<file path="config.mk">
export PLATFORM = sky130hd
export DESIGN_NAME = instr_decode_stage
export DESIGN_NICKNAME = d
export VERILOG_FILES = /design/src/rtl/instr_pkg.sv /design/src/rtl/instr_field_split.sv /design/src/rtl/instr_decode_stage.sv
export SDC_FILE = /design/constraint.sdc
export NUM_CORES = 1
export LEC_CHECK = 0
export BUFFER_PORTS_ARGS = -buffer_cell sky130_fd_sc_hd__clkbuf_2
export CAP_MARGIN = 0
export CORE_ASPECT_RATIO = 0.75
export CORE_UTILIZATION = 52
export CTS_BUF_LIST = sky130_fd_sc_hd__clkbuf_4
export DETAILED_ROUTE_END_ITERATION = 6
export PLACE_DENSITY = 0.76
export SYNTH_ARGS = -nofsm -noshare
export SYNTH_HDL_FRONTEND = slang
export SYNTH_SLANG_ARGS = --single-unit
</file>
<file path="constraint.sdc">
create_clock -name clk -period 4.05 [get_ports clk]
set_input_delay 0.2025 -clock clk [delete_from_list [all_inputs] [get_ports clk]]
set_output_delay 0.2025 -clock clk [all_outputs]
set_load 0.05 [all_outputs]
</file>
<file path="src/rtl/instr_pkg.sv">
// rtl/instr_pkg.sv - shared widths, field-width derivations and ext_mode encoding for the decode stage
package instr_pkg;

  localparam int DEF_INSTR_W = 32;
  localparam int DEF_OP_W    = 6;
  localparam int DEF_REG_W   = 5;
  localparam int DEF_XLEN    = 32;

  function automatic int calc_fn_w(input int instr_w, input int op_w, input int reg_w);
    return instr_w - op_w - 3 * reg_w;
  endfunction

  function automatic int calc_off_w(input int reg_w, input int fn_w);
    return reg_w + fn_w;
  endfunction

  function automatic int calc_imm_w(input int reg_w, input int fn_w);
    return 2 * reg_w + fn_w;
  endfunction

  function automatic int calc_jtr_w(input int instr_w, input int op_w);
    return instr_w - op_w;
  endfunction

  localparam int DEF_FN_W  = calc_fn_w(DEF_INSTR_W, DEF_OP_W, DEF_REG_W);
  localparam int DEF_OFF_W = calc_off_w(DEF_REG_W, DEF_FN_W);
  localparam int DEF_IMM_W = calc_imm_w(DEF_REG_W, DEF_FN_W);
  localparam int DEF_JTR_W = calc_jtr_w(DEF_INSTR_W, DEF_OP_W);

  typedef enum logic [1:0] {
    EXT_ZERO     = 2'd0,
    EXT_SIGN_OFF = 2'd1,
    EXT_SIGN_IMM = 2'd2,
    EXT_JUMP     = 2'd3
  } ext_mode_e;

endpackage

</file>
<file path="src/rtl/instr_field_split.sv">
// rtl/instr_field_split.sv - combinational field slicing and immediate extension of one instruction word
module instr_field_split
  import instr_pkg::*;
#(
  parameter int INSTR_W = DEF_INSTR_W,
  parameter int OP_W    = DEF_OP_W,
  parameter int REG_W   = DEF_REG_W,
  parameter int XLEN    = DEF_XLEN,
  localparam int FN_W   = calc_fn_w(INSTR_W, OP_W, REG_W),
  localparam int OFF_W  = calc_off_w(REG_W, FN_W),
  localparam int IMM_W  = calc_imm_w(REG_W, FN_W),
  localparam int JTR_W  = calc_jtr_w(INSTR_W, OP_W)
) (
  input  logic [INSTR_W-1:0] instr,
  input  logic [1:0]         ext_mode,
  output logic [OP_W-1:0]    op,
  output logic [REG_W-1:0]   rs,
  output logic [REG_W-1:0]   rt,
  output logic [REG_W-1:0]   sh,
  output logic [FN_W-1:0]    fn,
  output logic [OFF_W-1:0]   offset,
  output logic [IMM_W-1:0]   imm,
  output logic [JTR_W-1:0]   jtr,
  output logic [XLEN-1:0]    imm_ext
);

  assign op     = instr[INSTR_W-1 -: OP_W];
  assign rs     = instr[INSTR_W-OP_W-1 -: REG_W];
  assign rt     = instr[INSTR_W-OP_W-REG_W-1 -: REG_W];
  assign sh     = instr[INSTR_W-OP_W-2*REG_W-1 -: REG_W];
  assign fn     = instr[FN_W-1:0];
  assign offset = {sh, fn};
  assign imm    = {rt, offset};
  assign jtr    = {rs, imm};

  // Size casts of signed operands sign-extend; jump targets are word addresses.
  always_comb begin
    imm_ext = XLEN'(offset);
    case (ext_mode_e'(ext_mode))
      EXT_ZERO:     imm_ext = XLEN'(offset);
      EXT_SIGN_OFF: imm_ext = XLEN'($signed(offset));
      EXT_SIGN_IMM: imm_ext = XLEN'($signed(imm));
      EXT_JUMP:     imm_ext = XLEN'({jtr, 2'b00});
    endcase
  end

endmodule

</file>
<file path="src/rtl/instr_decode_stage.sv">
// rtl/instr_decode_stage.sv - decode stage: field split on write into a 2-entry FIFO with valid/ready handshakes
module instr_decode_stage
  import instr_pkg::*;
#(
  parameter int INSTR_W = DEF_INSTR_W,
  parameter int OP_W    = DEF_OP_W,
  parameter int REG_W   = DEF_REG_W,
  parameter int XLEN    = DEF_XLEN,
  localparam int FN_W   = calc_fn_w(INSTR_W, OP_W, REG_W),
  localparam int OFF_W  = calc_off_w(REG_W, FN_W),
  localparam int IMM_W  = calc_imm_w(REG_W, FN_W),
  localparam int JTR_W  = calc_jtr_w(INSTR_W, OP_W)
) (
  input  logic               clk,
  input  logic               rst_n,
  input  logic               in_valid,
  output logic               in_ready,
  input  logic [INSTR_W-1:0] instr,
  input  logic [1:0]         ext_mode,
  input  logic               flush,
  output logic               out_valid,
  input  logic               out_ready,
  output logic [OP_W-1:0]    op,
  output logic [REG_W-1:0]   rs,
  output logic [REG_W-1:0]   rt,
  output logic [REG_W-1:0]   sh,
  output logic [FN_W-1:0]    fn,
  output logic [OFF_W-1:0]   offset,
  output logic [IMM_W-1:0]   imm,
  output logic [JTR_W-1:0]   jtr,
  output logic [XLEN-1:0]    imm_ext,
  output logic [15:0]        decoded_cnt
);

  logic [OP_W-1:0]  w_op;
  logic [REG_W-1:0] w_rs, w_rt, w_sh;
  logic [FN_W-1:0]  w_fn;
  logic [OFF_W-1:0] w_offset;
  logic [IMM_W-1:0] w_imm;
  logic [JTR_W-1:0] w_jtr;
  logic [XLEN-1:0]  w_imm_ext;

  instr_field_split #(
    .INSTR_W (INSTR_W),
    .OP_W    (OP_W),
    .REG_W   (REG_W),
    .XLEN    (XLEN)
  ) u_split (
    .instr    (instr),
    .ext_mode (ext_mode),
    .op       (w_op),
    .rs       (w_rs),
    .rt       (w_rt),
    .sh       (w_sh),
    .fn       (w_fn),
    .offset   (w_offset),
    .imm      (w_imm),
    .jtr      (w_jtr),
    .imm_ext  (w_imm_ext)
  );

  logic [OP_W-1:0]  op_mem     [2];
  logic [REG_W-1:0] rs_mem     [2];
  logic [REG_W-1:0] rt_mem     [2];
  logic [REG_W-1:0] sh_mem     [2];
  logic [FN_W-1:0]  fn_mem     [2];
  logic [OFF_W-1:0] offset_mem [2];
  logic [IMM_W-1:0] imm_mem    [2];
  logic [JTR_W-1:0] jtr_mem    [2];
  logic [XLEN-1:0]  ext_mem    [2];

  logic [1:0] count;
  logic       wr_ptr;
  logic       rd_ptr;
  logic       push;
  logic       pop;

  // Both flags depend on the registered count only, so out_ready never reaches in_ready.
  assign in_ready  = (count < 2'd2);
  assign out_valid = (count != 2'd0);
  assign push      = in_valid && in_ready;
  assign pop       = out_valid && out_ready;

  always_ff @(posedge clk) begin
    if (push) begin
      op_mem[wr_ptr]     <= w_op;
      rs_mem[wr_ptr]     <= w_rs;
      rt_mem[wr_ptr]     <= w_rt;
      sh_mem[wr_ptr]     <= w_sh;
      fn_mem[wr_ptr]     <= w_fn;
      offset_mem[wr_ptr] <= w_offset;
      imm_mem[wr_ptr]    <= w_imm;
      jtr_mem[wr_ptr]    <= w_jtr;
      ext_mem[wr_ptr]    <= w_imm_ext;
    end
  end

  always_ff @(posedge clk or negedge rst_n) begin
    if (!rst_n) begin
      count       <= 2'd0;
      wr_ptr      <= 1'b0;
      rd_ptr      <= 1'b0;
      decoded_cnt <= 16'd0;
    end else begin
      if (pop) begin
        decoded_cnt <= decoded_cnt + 16'd1;
      end
      if (flush) begin
        count  <= 2'd0;
        wr_ptr <= 1'b0;
        rd_ptr <= 1'b0;
      end else begin
        if (push) wr_ptr <= ~wr_ptr;
        if (pop)  rd_ptr <= ~rd_ptr;
        case ({push, pop})
          2'b10:   count <= count + 2'd1;
          2'b01:   count <= count - 2'd1;
          default: count <= count;
        endcase
      end
    end
  end

  assign op      = op_mem[rd_ptr];
  assign rs      = rs_mem[rd_ptr];
  assign rt      = rt_mem[rd_ptr];
  assign sh      = sh_mem[rd_ptr];
  assign fn      = fn_mem[rd_ptr];
  assign offset  = offset_mem[rd_ptr];
  assign imm     = imm_mem[rd_ptr];
  assign jtr     = jtr_mem[rd_ptr];
  assign imm_ext = ext_mem[rd_ptr];

endmodule

</file>
Yosys cells after proc, flatten, opt, wreduce, memory -nomap -nowiden
Memories as Yosys holds them, arrays and structs flattened.
Cells that the tools add are included.
{ "op_classes": {"addsub": 3, "mul": 0, "n_div": 0, "order_cmp": 1, "n_eq_ne": 5, "shifts": 0, "mux": 9, "bitwise_logic": 2, "n_reduce_logical": 7} }
{ "op_table": {"columns": ["op", "count"], "rows": [
  ["$pmux 32 s4", 1],
  ["$add 16x1->16 const B", 1],
  ["$eq 2x2->1 const B", 3],
  ["$mux 1", 6],
  ["$reduce_bool 2->1", 3],
  ["$eq 2x1->1 const B", 2],
  ["$pmux 2 s2", 1],
  ["$reduce_bool 3->1", 1],
  ["$add 2x1->2 const B", 1],
  ["$logic_and 1x1->1", 2],
  ["$logic_not 2->1", 1],
  ["$lt 2x2->1 const B", 1],
  ["$mux 2", 1],
  ["$not 1->1", 2],
  ["$sub 2x1->2 const B", 1]
]} }
{ "totals": {"reg_bits": 20, "latch_bits": 0, "ram_bits": 254, "romBits": 0, "inputBits": 39, "out_inout_bits": 145, "word_cells": 40, "memories": 9} }
{ "mem_list": {"columns": ["memory", "words", "word_bits", "rd", "rd_clocked_by_memory_dff", "wr", "line_no", "source"], "rows": [
  ["ext_mem", 2, 32, 1, 0, 1, "instr_decode_stage.sv:70", "logic [XLEN-1:0] ext_mem [2];"],
  ["jtr_mem", 2, 26, 1, 0, 1, "instr_decode_stage.sv:69", "logic [JTR_W-1:0] jtr_mem [2];"],
  ["imm_mem", 2, 21, 1, 0, 1, "instr_decode_stage.sv:68", "logic [IMM_W-1:0] imm_mem [2];"],
  ["offset_mem", 2, 16, 1, 0, 1, "instr_decode_stage.sv:67", "logic [OFF_W-1:0] offset_mem [2];"],
  ["fn_mem", 2, 11, 1, 0, 1, "instr_decode_stage.sv:66", "logic [FN_W-1:0] fn_mem [2];"],
  ["op_mem", 2, 6, 1, 0, 1, "instr_decode_stage.sv:62", "logic [OP_W-1:0] op_mem [2];"],
  ["3 more memories", null, null, null, null, null, null, null]
]} }

Longest topological paths before layout
Gate-level depths: netlist of the first run.
{ "depth": {"word_depth": 5, "mapped_depth": 5, "mapped_depth_nobuf": 5} }

Modules after synthesis
A second synthesis of the first run with hierarchy kept.
{ "unflattened": {"cells_unflattened": 629, "area_unflattened_um2": 11259.5} }
{ "by_module_without_submodules": {"columns": ["mod", "instances", "cells_per_inst", "area_each_um2", "seq_area_each_um2"], "rows": [
  ["instr_decode_stage", 1, 478, 10083.4, 8127.8],
  ["instr_field_split", 1, 151, 1176.1, 0.0]
]} }

Least setup slack after synthesis of the first run
No wires, ideal clock.
{ "synth_timing": {"kind": "register to register", "from": "register count[1]", "to": "memory ext_mem[0][0] (netlist name), enable pin", "setup_ns": 0.480, "arrival_ns": 3.188, "required_time_ns": 3.570, "path_slack_ns": 0.383, "path_stages_with_launch": 3, "path_buffers": 0, "period_less_slack_ns": 3.667, "path_cell_list": "dfrtp_1 nand2b_1 nor2_1"} }
{ "synth_between": {"elab_chain_len": 4} }
{ "synth_lines": {"columns": ["element", "line_no", "source"], "rows": [
  ["start: declaration", "instr_decode_stage.sv:72", "logic [1:0] count;"],
  ["start signal: assignment", "instr_decode_stage.sv:116", "2'b10: count <= count + 2'd1;"],
  ["start signal: assignment", "instr_decode_stage.sv:117", "2'b01: count <= count - 2'd1;"],
  ["start signal: assignment", "instr_decode_stage.sv:118", "default: count <= count;"],
  ["$lt 2x2->1", "instr_decode_stage.sv:79", "assign in_ready = (count < 2'd2);"],
  ["$logic_and 1x1->1", "instr_decode_stage.sv:81", "assign push = in_valid && in_ready;"],
  ["$mux 1", "instr_decode_stage.sv:85", "if (push) begin"],
  ["$mux 1 (not written as such)", "instr_decode_stage.sv:94", "ext_mem[wr_ptr] <= w_imm_ext;"],
  ["end: declaration", "instr_decode_stage.sv:70", null]
]} }
No other way between the ends.

Worst setup path after layout of the first run
{ "layout_timing": {"from": "register rd_ptr", "to": "output port imm[11]"} }
{ "layout_between": {"elab_chain_len": 1} }
{ "layout_lines": {"columns": ["element", "line_no", "source"], "rows": [
  ["start: declaration", "instr_decode_stage.sv:74", "logic rd_ptr;"],
  ["start signal: assignment", "instr_decode_stage.sv:114", "if (pop) rd_ptr <= ~rd_ptr;"],
  ["$mem_v2 2x21", null, null],
  ["end: declaration", "instr_decode_stage.sv:29", "output logic [IMM_W-1:0] imm,"]
]} }
No other way between the ends.

==> results of run 1 <==
==> worst paths after layout <==
check	startpoint	end	slack (ps)
max	rd_ptr	imm[11]	1360
min	out_ready	count[0]	110
max reg2reg	count[1]	imm_mem[1][18]	1750
min reg2reg	decoded_cnt[15]	decoded_cnt[15]	490
max in group asynchronous	rst_n	rd_ptr	3560
min in group asynchronous	rst_n	decoded_cnt[15]	140
==> flip-flops by register name, indices dropped and copies added, names as in the netlist <==
signal,cells
ext_mem,58
fn_mem,20
decoded_cnt,16
imm_mem,16
op_mem,12
rs_mem,9
sh_mem,4
jtr_mem,3
count,2
rd_ptr,1
wr_ptr,1
==> per-layer routing <==
layer	vias up	GRT usage, %	routed length [µm]
li1	1722	-	-
met1	1767	24.6	4790
met2	148	32.6	5630
met3	9	6.28	823
met4	0	6.85	113
met5	-	0	0
==> layout make-up <==
type / count / area, µm² / share of cell area (%)
well taps: 157 / 196 / 2.65
clock inverters: 15 / 196 / 2.65
repair buffers: 222 / 1300 / 17.5
multi-input cells: 186 / 1430 / 19.3
inverters: 3 / 11.3 / 0.152
flip-flops and latches: 142 / 4170 / 56.1
clock buffers: 17 / 128 / 1.72
==> cell families after synthesis <==
group,synth area share (%)
flip-flops,67.8
buffers and inverters,9.06
AO/OA/AOI/OAI,2.12
AND/OR/NAND/NOR,6.54
multiplexers,11.9
adder cells (fa/ha/maj),0.204
XOR/XNOR,2.42
==> power breakdown <==
part           switching, W  total (W)  leakage [nW]  internal, W
registers         0.0000693    0.00179          1.42      0.00172
clock network      0.000505   0.000991         0.153     0.000485
logic              0.000884    0.00115          1.59     0.000267
total               0.00146    0.00393          3.16      0.00247
==> stage by stage <==
| stage | std cells | utilization [%] |
|---|---|---|
| 6_report | 742 | 66.3 |
| 5_1_grt | 742 | 66.3 |
| 4_1_cts | 742 | 66.3 |
| 3_5_place_dp | 675 | 60.3 |
| 3_3_place_gp | 675 | 60.3 |
| 2_1_floorplan | 408 | - |
==> cells in the mapped netlist (all sizes together) (3+ instances only) <==
master and number:
dfrtp 20, o21ai 4, mux2 62, clkbuf 4, xnor2 12, a21o 7
nand2 54, and3 4, edfxtp 122, nor2 6, and2 4, inv 3
xor2 5, nand3 7, buf 73, mux2i 3
==> cell usage in the layout, fill, tap and decap left out, types with 2 or more instances in the layout <==
cell type,instances
a21o_1,7
a21oi_1,2
and2_1,3
and3_1,4
buf_4,4
bufinv_16,4
clkbuf_2,183
clkbuf_4,17
clkinv_2,2
clkinv_4,2
clkinvlp_4,6
dfrtp_1,19
dlygate4sd3_1,35
edfxtp_1,122
inv_1,3
mux2_2,61
mux2i_1,3
nand2_1,54
nand2b_1,2
nand3_1,7
nand4_1,2
nor2_1,5
nor2b_1,2
nor3_4,2
o21ai_0,4
xnor2_1,12
xor2_1,5
==> worst min-delay path, stage by stage <==
cell and delay [ps]:
clkbuf_2 190, a211oi_1 110, nor2_1 100
==> results.yml, run 1 <==
global_route:
  antenna_found_initial: 0
  grt_max_degree: 47
  grt_usage_pct: 19.7
  first_global_vias: 3579
  grt_pass1_wl_um: 17700
  overflow: 0
pwr:
  finalPower_w: 0.00393
  p_leak_nw: 3.16
  peakVddDrop_mv: 0.339
  power.density_nw_per_um2: 530
worst_setup_path:
  cp_max_fo: 46
  slowest_stage: "dfrtp_2"
  path_delay_family: "buffers and inverters"
  arrival_ps: 2490
  critPathMaxStageDelay_ps: 630
  crit_required_ps: 3850
  cp_cell_sequence: "buf_4 > mux2_2 > clkbuf_2"
  crit_cells: 3
  start_kind: "flop"
  end_kind: "primary output"
  r2r_cells: 3
  critPathKind: "flop to primary output"
  cp.buffers_inverters: 2
route:
  postRouteAntennaNets: 0
  drc: 0
  routed-via-count: 3646
  routedWlPerCell_um: 15.3
  viasPerCell: 4.91
  dr.pass1.iters: 4
  routed_wl_um: 11400
  drtIter0Drc: 226
sta:
  hold_viol: 0
  clock.fmax_mhz: 371
  worstMarginPinSlew_ps: 870
  final.setup.worst_slack_ps: 1360
  min_period_over_period_pct: 66.5
  fin_tns_setup_ps: 0
  min_period_ps: 2690
  hold_ws_ps: 114
  final-setup-viol-count: 0
  rsz0062_at_grt: "no"
  slew_headroom_pct: 42.0
  skew_ps: 12.3
  maxSlewViolCount: 0
clock_tree:
  tritoncts: "built"
  cts_made_buffers: 17
  clkSlewWorstSetupHoldPaths_ps: 120
  clk_path_buf_depth: 2
  htreeDepth: 4
  cts_num_sinks: 142
  post_cts_resized: 0
  clk_latency_ps: 540
  ctsHoldBuffers: 35
  post-cts-setup-buffers: 0
  cts-root-buf: "clkbuf_4"
run:
  maxCapViolCount: 0
placement:
  placed_area_um2: 6750
  io_buffers: 183
  post-place-ws_ps: 1760
  gp_congestion: 0.791
  hpwl_um: 7420
synth:
  synth_top_cell_area_share_pct: 59.6
  synthArstFlopShare_pct: 14.1
  yosys_warnings: 0
  postSynthCellCount: 408
  ys_seq_elements: 142
  synth.area.top_cells: "edfxtp_1, mux2_2, dfrtp_1"
  synth_area_leader_cell: "edfxtp_1"
  syn_area_um2: 6140
  synth_cell_types: 31
  synth_edf_count: 122
  synthFlopType: "edfxtp_1"
  syn_nets: 448
  yosysSeqAreaShare_pct: 67.8
  syn_area_per_cell_um2: 15.1
floorplan:
  die_y_um: 96.1
  initial_core_util_pct: 54.9
  fp.coreArea_um2: 11200
  io_pins: 184
  die_width_um: 127
  die_area_um2: 12300
  num_rows: 33
finish:
  nFillCells: 824
  area_growth_pct: 20.9
  design_area_um2: 7420
  nets: 612
  drive_above_1_share_pct: 48.7
  diodes: 0
min_path:
  hold_path_class: "primary input to flop"
  hold_path_depth: 3
run_status:
  outcome: "complete, no violations"
Power figures use the tool's default switching activity.
==> inputs of run 2 (changes only) <==
- CORE_UTILIZATION: 52 -> 48
- PLACE_DENSITY: 0.76 -> 0.74
- clock period: 4.05 -> 2.35 ns (I/O delays scaled with it)
==> run 2 against run 1 <==
Effect of this change: sequential power is 72% higher; global-route usage is 1.0 points lower; clock-buffer cell count is 3 higher; utilization is 5.9 points lower; via count is 1.6% higher; largest cell class unchanged.
==> results.yml, run 2 (synthesis results as in run 1) <==
floorplan:
  die_area_um2: 13300
  fp.coreArea_um2: 12400
  io_pins: 184
  die_y_um: 100
  die_width_um: 133
  initial_core_util_pct: 49.6
  num_rows: 35
finish:
  largest_reg_flops: 58
  drive_above_1_share_pct: 48.9
  nets: 616
  diodes: 0
  area_growth_pct: 21.9
  layout.cells.most_common: "clkbuf_2"
  reg_top3: "ext_mem (58), fn_mem (20)"
  fin_util_pct: 60.4
  final_cell_mix: "clkbuf_2, edfxtp_1, mux2_2, nand2_1, dlygate4sd3_1"
  regMostFlops: "ext_mem"
  instances_no_fill: 755
sta:
  maxSlewViolCount: 0
  worstMarginPinSlew_ps: 928
  final.setup.worst_slack_ps: 230
  skew_ps: 18.0
  clock.fmax_mhz: 472
  hold_viol: 0
  fin_tns_setup_ps: 0
  rsz0062_at_grt: "no"
  hold_ws_ps: 78.9
  slew_headroom_pct: 38.1
  min_period_over_period_pct: 90.2
  final-setup-viol-count: 0
  min_period_ps: 2120
pwr:
  peakVddDrop_mv: 0.513
  power.density_nw_per_um2: 896
  p_leak_nw: 3.21
worst_setup_path:
  critPathMaxStageDelay_ps: 440
  end_kind: "primary output"
  cp_max_fo: 33
  cp.buffers_inverters: 2
  arrival_ps: 2000
  path_delay_family: "buffers and inverters"
  slowest_stage: "mux2_2"
  critPathKind: "flop to primary output"
  crit_required_ps: 2230
  reg2reg_slack_ps: 580
  start_kind: "flop"
  cp_cell_sequence: "buf_4 > mux2_2 > clkbuf_2"
min_path:
  hold_path_class: "primary input to asynchronous set/reset pin"
clock_tree:
  tritoncts: "built"
  clk_latency_ps: 520
  ctsHoldBuffers: 37
  clkSlewWorstSetupHoldPaths_ps: 120
  post-cts-setup-buffers: 0
  cts-root-buf: "clkbuf_4"
  cts_made_buffers: 17
  htreeDepth: 4
  clk_path_buf_depth: 2
  post_cts_resized: 0
  cts_num_sinks: 142
route:
  postRouteAntennaNets: 0
  routed-via-count: 3704
  routed_wl_um: 11800
  routedWlPerCell_um: 15.6
  dr.pass1.iters: 4
  drtIter0Drc: 184
  viasPerCell: 4.91
  drc: 0
placement:
  dp_cells: 686
  hpwl_um: 7760
  post-place-ws_ps: 597
  io_buffers: 183
  gp_congestion: 0.794
global_route:
  grt_usage_pct: 18.6
  first_global_vias: 3673
  overflow: 0
  grt_pass1_wl_um: 18600
  grt_max_degree: 34
  antenna_found_initial: 0
run_status:
  outcome: "complete, no violations"
run:
  maxCapViolCount: 0
==> run 2: cell count changes in the layout (fill, tap and decap cells not counted), sizes merged, moves of 2 or more <==
| cell | before | now |
|---|---|---|
| dlygate4sd3 | 35 | 37 |
| inv | 3 | 8 |
| buf | 4 | 6 |
| clkbuf | 200 | 203 |
| clkinvlp | 6 | 0 |
==> run 2: where the power goes <==
group / leakage (nW) / internal (W) / switching (W)
logic: 1.62 / 0.000481 / 0.00155
clock network: 0.172 / 0.000770 / 0.000840
registers: 1.42 / 0.00297 / 0.000102
total: 3.21 / 0.00422 / 0.00249
==> run 2: area by class of cell <==
cell class | count | area [µm²]
Clock inverter | 12 | 143
Clock buffer | 20 | 150
Sequential cell | 142 | 4170
Timing Repair Buffer | 226 | 1380
Fill cell | 956 | 4900
Inverter | 3 | 11.3
Multi-Input combinational cell | 186 | 1430
Tap cell | 166 | 208
==> run 2: worst reg2reg max path: stages, from the launching register on <==
cell and delay (ps):
dfrtp_1 500, nor2b_1 300, and2_2 410, buf_12 240
==> run 2: worst paths after layout <==
kind                            startpoint               to  cells after the start
max reg2reg                       count[1]   imm_mem[1][19]                      3
max                                 rd_ptr       offset[12]                      3
min in group clk                  in_valid           wr_ptr                      4
max in group asynchronous            rst_n           rd_ptr                      2
min reg2reg                decoded_cnt[15]  decoded_cnt[15]                      1
min                                  rst_n   decoded_cnt[0]                      2
==> run 2: per-stage QoR <==
| step | power, W | instance area, µm² |
|---|---|---|
| global placement | 0.00508 | 6830 |
| detailed placement | 0.00511 | 6830 |
| finish | 0.00671 | 7490 |
| floorplan | 0.00482 | 6150 |
| global route | 0.00698 | 7490 |
| CTS | 0.00677 | 7490 |
==> run 2: per-layer routing <==
| layer | GRT usage (%) | wire (µm) | vias up |
|---|---|---|---|
| li1 | - | - | 1732 |
| met1 | 23.7 | 5070 | 1816 |
| met2 | 30.6 | 5730 | 140 |
| met3 | 5.56 | 822 | 16 |
| met4 | 6.63 | 155 | 0 |
| met5 | 0 | 0 | - |
==> inputs of run 3 (changes only) <==
- ABC_AREA: default -> 1
- GPL_TIMING_DRIVEN: default -> 0
==> run 3 against run 2 <==
Effect of this change: maximum frequency fell by 3.7%; total power rose by 13%; via count rose by 28%; critical path depth rose by 3; wire length rose by 23%; clock skew rose by 2.3 ps; critical path type unchanged; critical endpoint is now imm[8]; largest cell class unchanged; highest routed layer unchanged.
==> results.yml, run 3 <==
synth:
  synth.area.top_cells: "edfxtp_1, nand2_1, dfrtp_1"
  yosys_warnings: 0
  synth_edf_count: 122
  synthFlopType: "edfxtp_1"
  synth_most_common_cell: "nand2_1"
  syn_area_um2: 6220
  ys_seq_elements: 142
  syn_area_per_cell_um2: 10.8
  synth_area_leader_cell: "edfxtp_1"
  postSynthCellCount: 579
  syn_nets: 619
  synth_top_cell_area_share_pct: 58.9
  yosysSeqAreaShare_pct: 66.9
  synth_cell_types: 27
  synthArstFlopShare_pct: 14.1
  synth_common_cells: "nand2_1, edfxtp_1, buf_4, inv_1, dfrtp_1"
global_route:
  antenna_found_initial: 0
  grt_usage_pct: 22.3
  grt_pass1_wl_um: 22500
  first_global_vias: 4524
  grt_max_degree: 31
  overflow: 0
worst_setup_path:
  reg2reg_slack_ps: 410
  crit_required_ps: 2230
  start_kind: "flop"
  r2r_cells: 5
  startpoint: "rd_ptr"
  critPathKind: "flop to primary output"
  end_kind: "primary output"
  cp_max_fo: 10
  cp_cell_sequence: "inv_4 > clkbuf_4 > nand2_1 > nand2_1 > buf_4 > clkbuf_2"
  r2r-end: "ext_mem[0][23]"
  path_delay_family: "buffers and inverters"
  r2r-start: "count[1]"
  cp.buffers_inverters: 4
  arrival_ps: 2090
  crit_path_frequent_cell: "nand2_1"
  critPathMaxStageDelay_ps: 530
  slowest_stage: "dfrtp_2"
sta:
  final-setup-viol-count: 0
  clock.fmax_mhz: 454
  slew_headroom_pct: 63.8
  hold_ws_ps: 91.1
  min_period_over_period_pct: 93.7
  worstMarginPinSlew_ps: 543
  skew_ps: 20.3
  rsz0062_at_grt: "no"
  maxSlewViolCount: 0
  hold_viol: 0
  min_period_ps: 2200
min_path:
  hold_path_class: "primary input to asynchronous set/reset pin"
route:
  postRouteAntennaNets: 0
  routed-via-count: 4733
  drc: 0
  dr.pass1.iters: 7
  viasPerCell: 4.73
  routedWlPerCell_um: 14.4
  drtIter0Drc: 355
  routed_wl_um: 14500
placement:
  hpwl_um: 10100
  gp_congestion: 0.798
  io_buffers: 183
floorplan:
  die_width_um: 133
  die_area_um2: 13400
  num_rows: 35
  fp.coreArea_um2: 12500
  die_y_um: 101
  io_pins: 184
  initial_core_util_pct: 49.9
finish:
  largest_reg_flops: 58
  nFillCells: 964
  reg_top3: "ext_mem (58), fn_mem (20)"
  area_growth_pct: 31.2
  drive_above_1_share_pct: 37.2
  diodes: 0
  layout.cells.most_common: "nand2_1"
  nets: 862
  regMostFlops: "ext_mem"
  final_cell_mix: "nand2_1, clkbuf_2, edfxtp_1, buf_4, dlygate4sd3_1"
clock_tree:
  clkSlewWorstSetupHoldPaths_ps: 130
  clk_path_buf_depth: 2
  cts-root-buf: "clkbuf_4"
  cts_made_buffers: 17
  htreeDepth: 4
  clk_latency_ps: 520
  tritoncts: "built"
  cts_num_sinks: 142
run:
  maxCapViolCount: 0
pwr:
  p_leak_nw: 3.92
  power.density_nw_per_um2: 926
  peakVddDrop_mv: 0.593
  finalPower_w: 0.00756
run_status:
  outcome: "complete, no violations"
==> run 3: cell types whose count changed after synthesis, moves of 7 or more <==
cell     delta
nand2_1   +200
a21o_1      -7
xnor2_1     -8
inv_1      +25
mux2_2     -61
o21ai_0     +8
==> run 3: cells by family after synthesis <==
family | count (synthesis) | share of synthesized area, %
and+or+nand+nor | 289 | 18.5
DFF | 142 | 66.9
buffers and inverters | 115 | 11.0
AOI/OAI and AO/OA | 22 | 1.99
xor gates and xnor gates | 10 | 1.41
adders and majority gates | 1 | 0.201
==> run 3: area by class of cell <==
type,count,area (µm²),share of cell area (%)
flip-flops and latches,142,4170,51.0
multi-input cells,322,1390,17.0
repair buffers,225,1380,16.9
plain buffers,82,579,7.09
well taps,166,208,2.54
clock inverters,12,168,2.05
clock buffers,20,150,1.84
inverters,32,123,1.50
==> run 3: worst max-delay path by stage <==
stage	to	slack, ps	depth (start not counted)
6_report	imm[8]	150	6
5_1_grt	jtr[1]	20	6
4_1_cts	jtr[6]	30	6
3_5_place_dp	imm[0]	320	7
3_3_place_gp	fn_mem[1][4]	-1140	3
2_1_floorplan	ext_mem[1][0]	-480	3
==> run 3: per-layer routing <==
layer | track usage, % | share of wire, %
met2 | 37.7 | 49
met1 | 28.5 | 44
met3 | 6.03 | 6.7
met5 | 0 | 0
met4 | 6.38 | 1.0
==> run 3: worst reg2reg max path: stages (launching register included) <==
cell and delay [ps]:
dfrtp_1 430, inv_2 90, nand2_1 170, nor2_4 470, buf_12 260, buf_12 210
==> run 3: timing repair <==
item                                   CTS  global route
setup endpoints to repair              108            71
resized for setup                        6             6
endpoints found under the hold margin  131             0
hold buffers                            38             0
setup buffers                            0             0
==> run 3: power breakdown <==
part	switching [W]	leakage, nW	internal (W)
registers	0.000105	1.40	0.00297
logic	0.00206	2.33	0.000684
clock network	0.000858	0.182	0.000879
total	0.00303	3.92	0.00453
==> run 3: through the flow <==
step / worst slack [ps] / setup TNS (ps) / instance area [µm²] / instances / utilization, %
final: 147 / 0 / 8170 / 1001 / 65.4
after global routing: 16.3 / 0 / 8170 / 1001 / 65.4
after CTS: 33.1 / 0 / 8150 / 1001 / 65.3
after detailed placement: 319 / 0 / 7450 / 932 / 59.7
after global placement: -1140 / -138180 / 7350 / 928 / 58.9
after floorplan: -480 / -57790 / 6230 / 579 / -
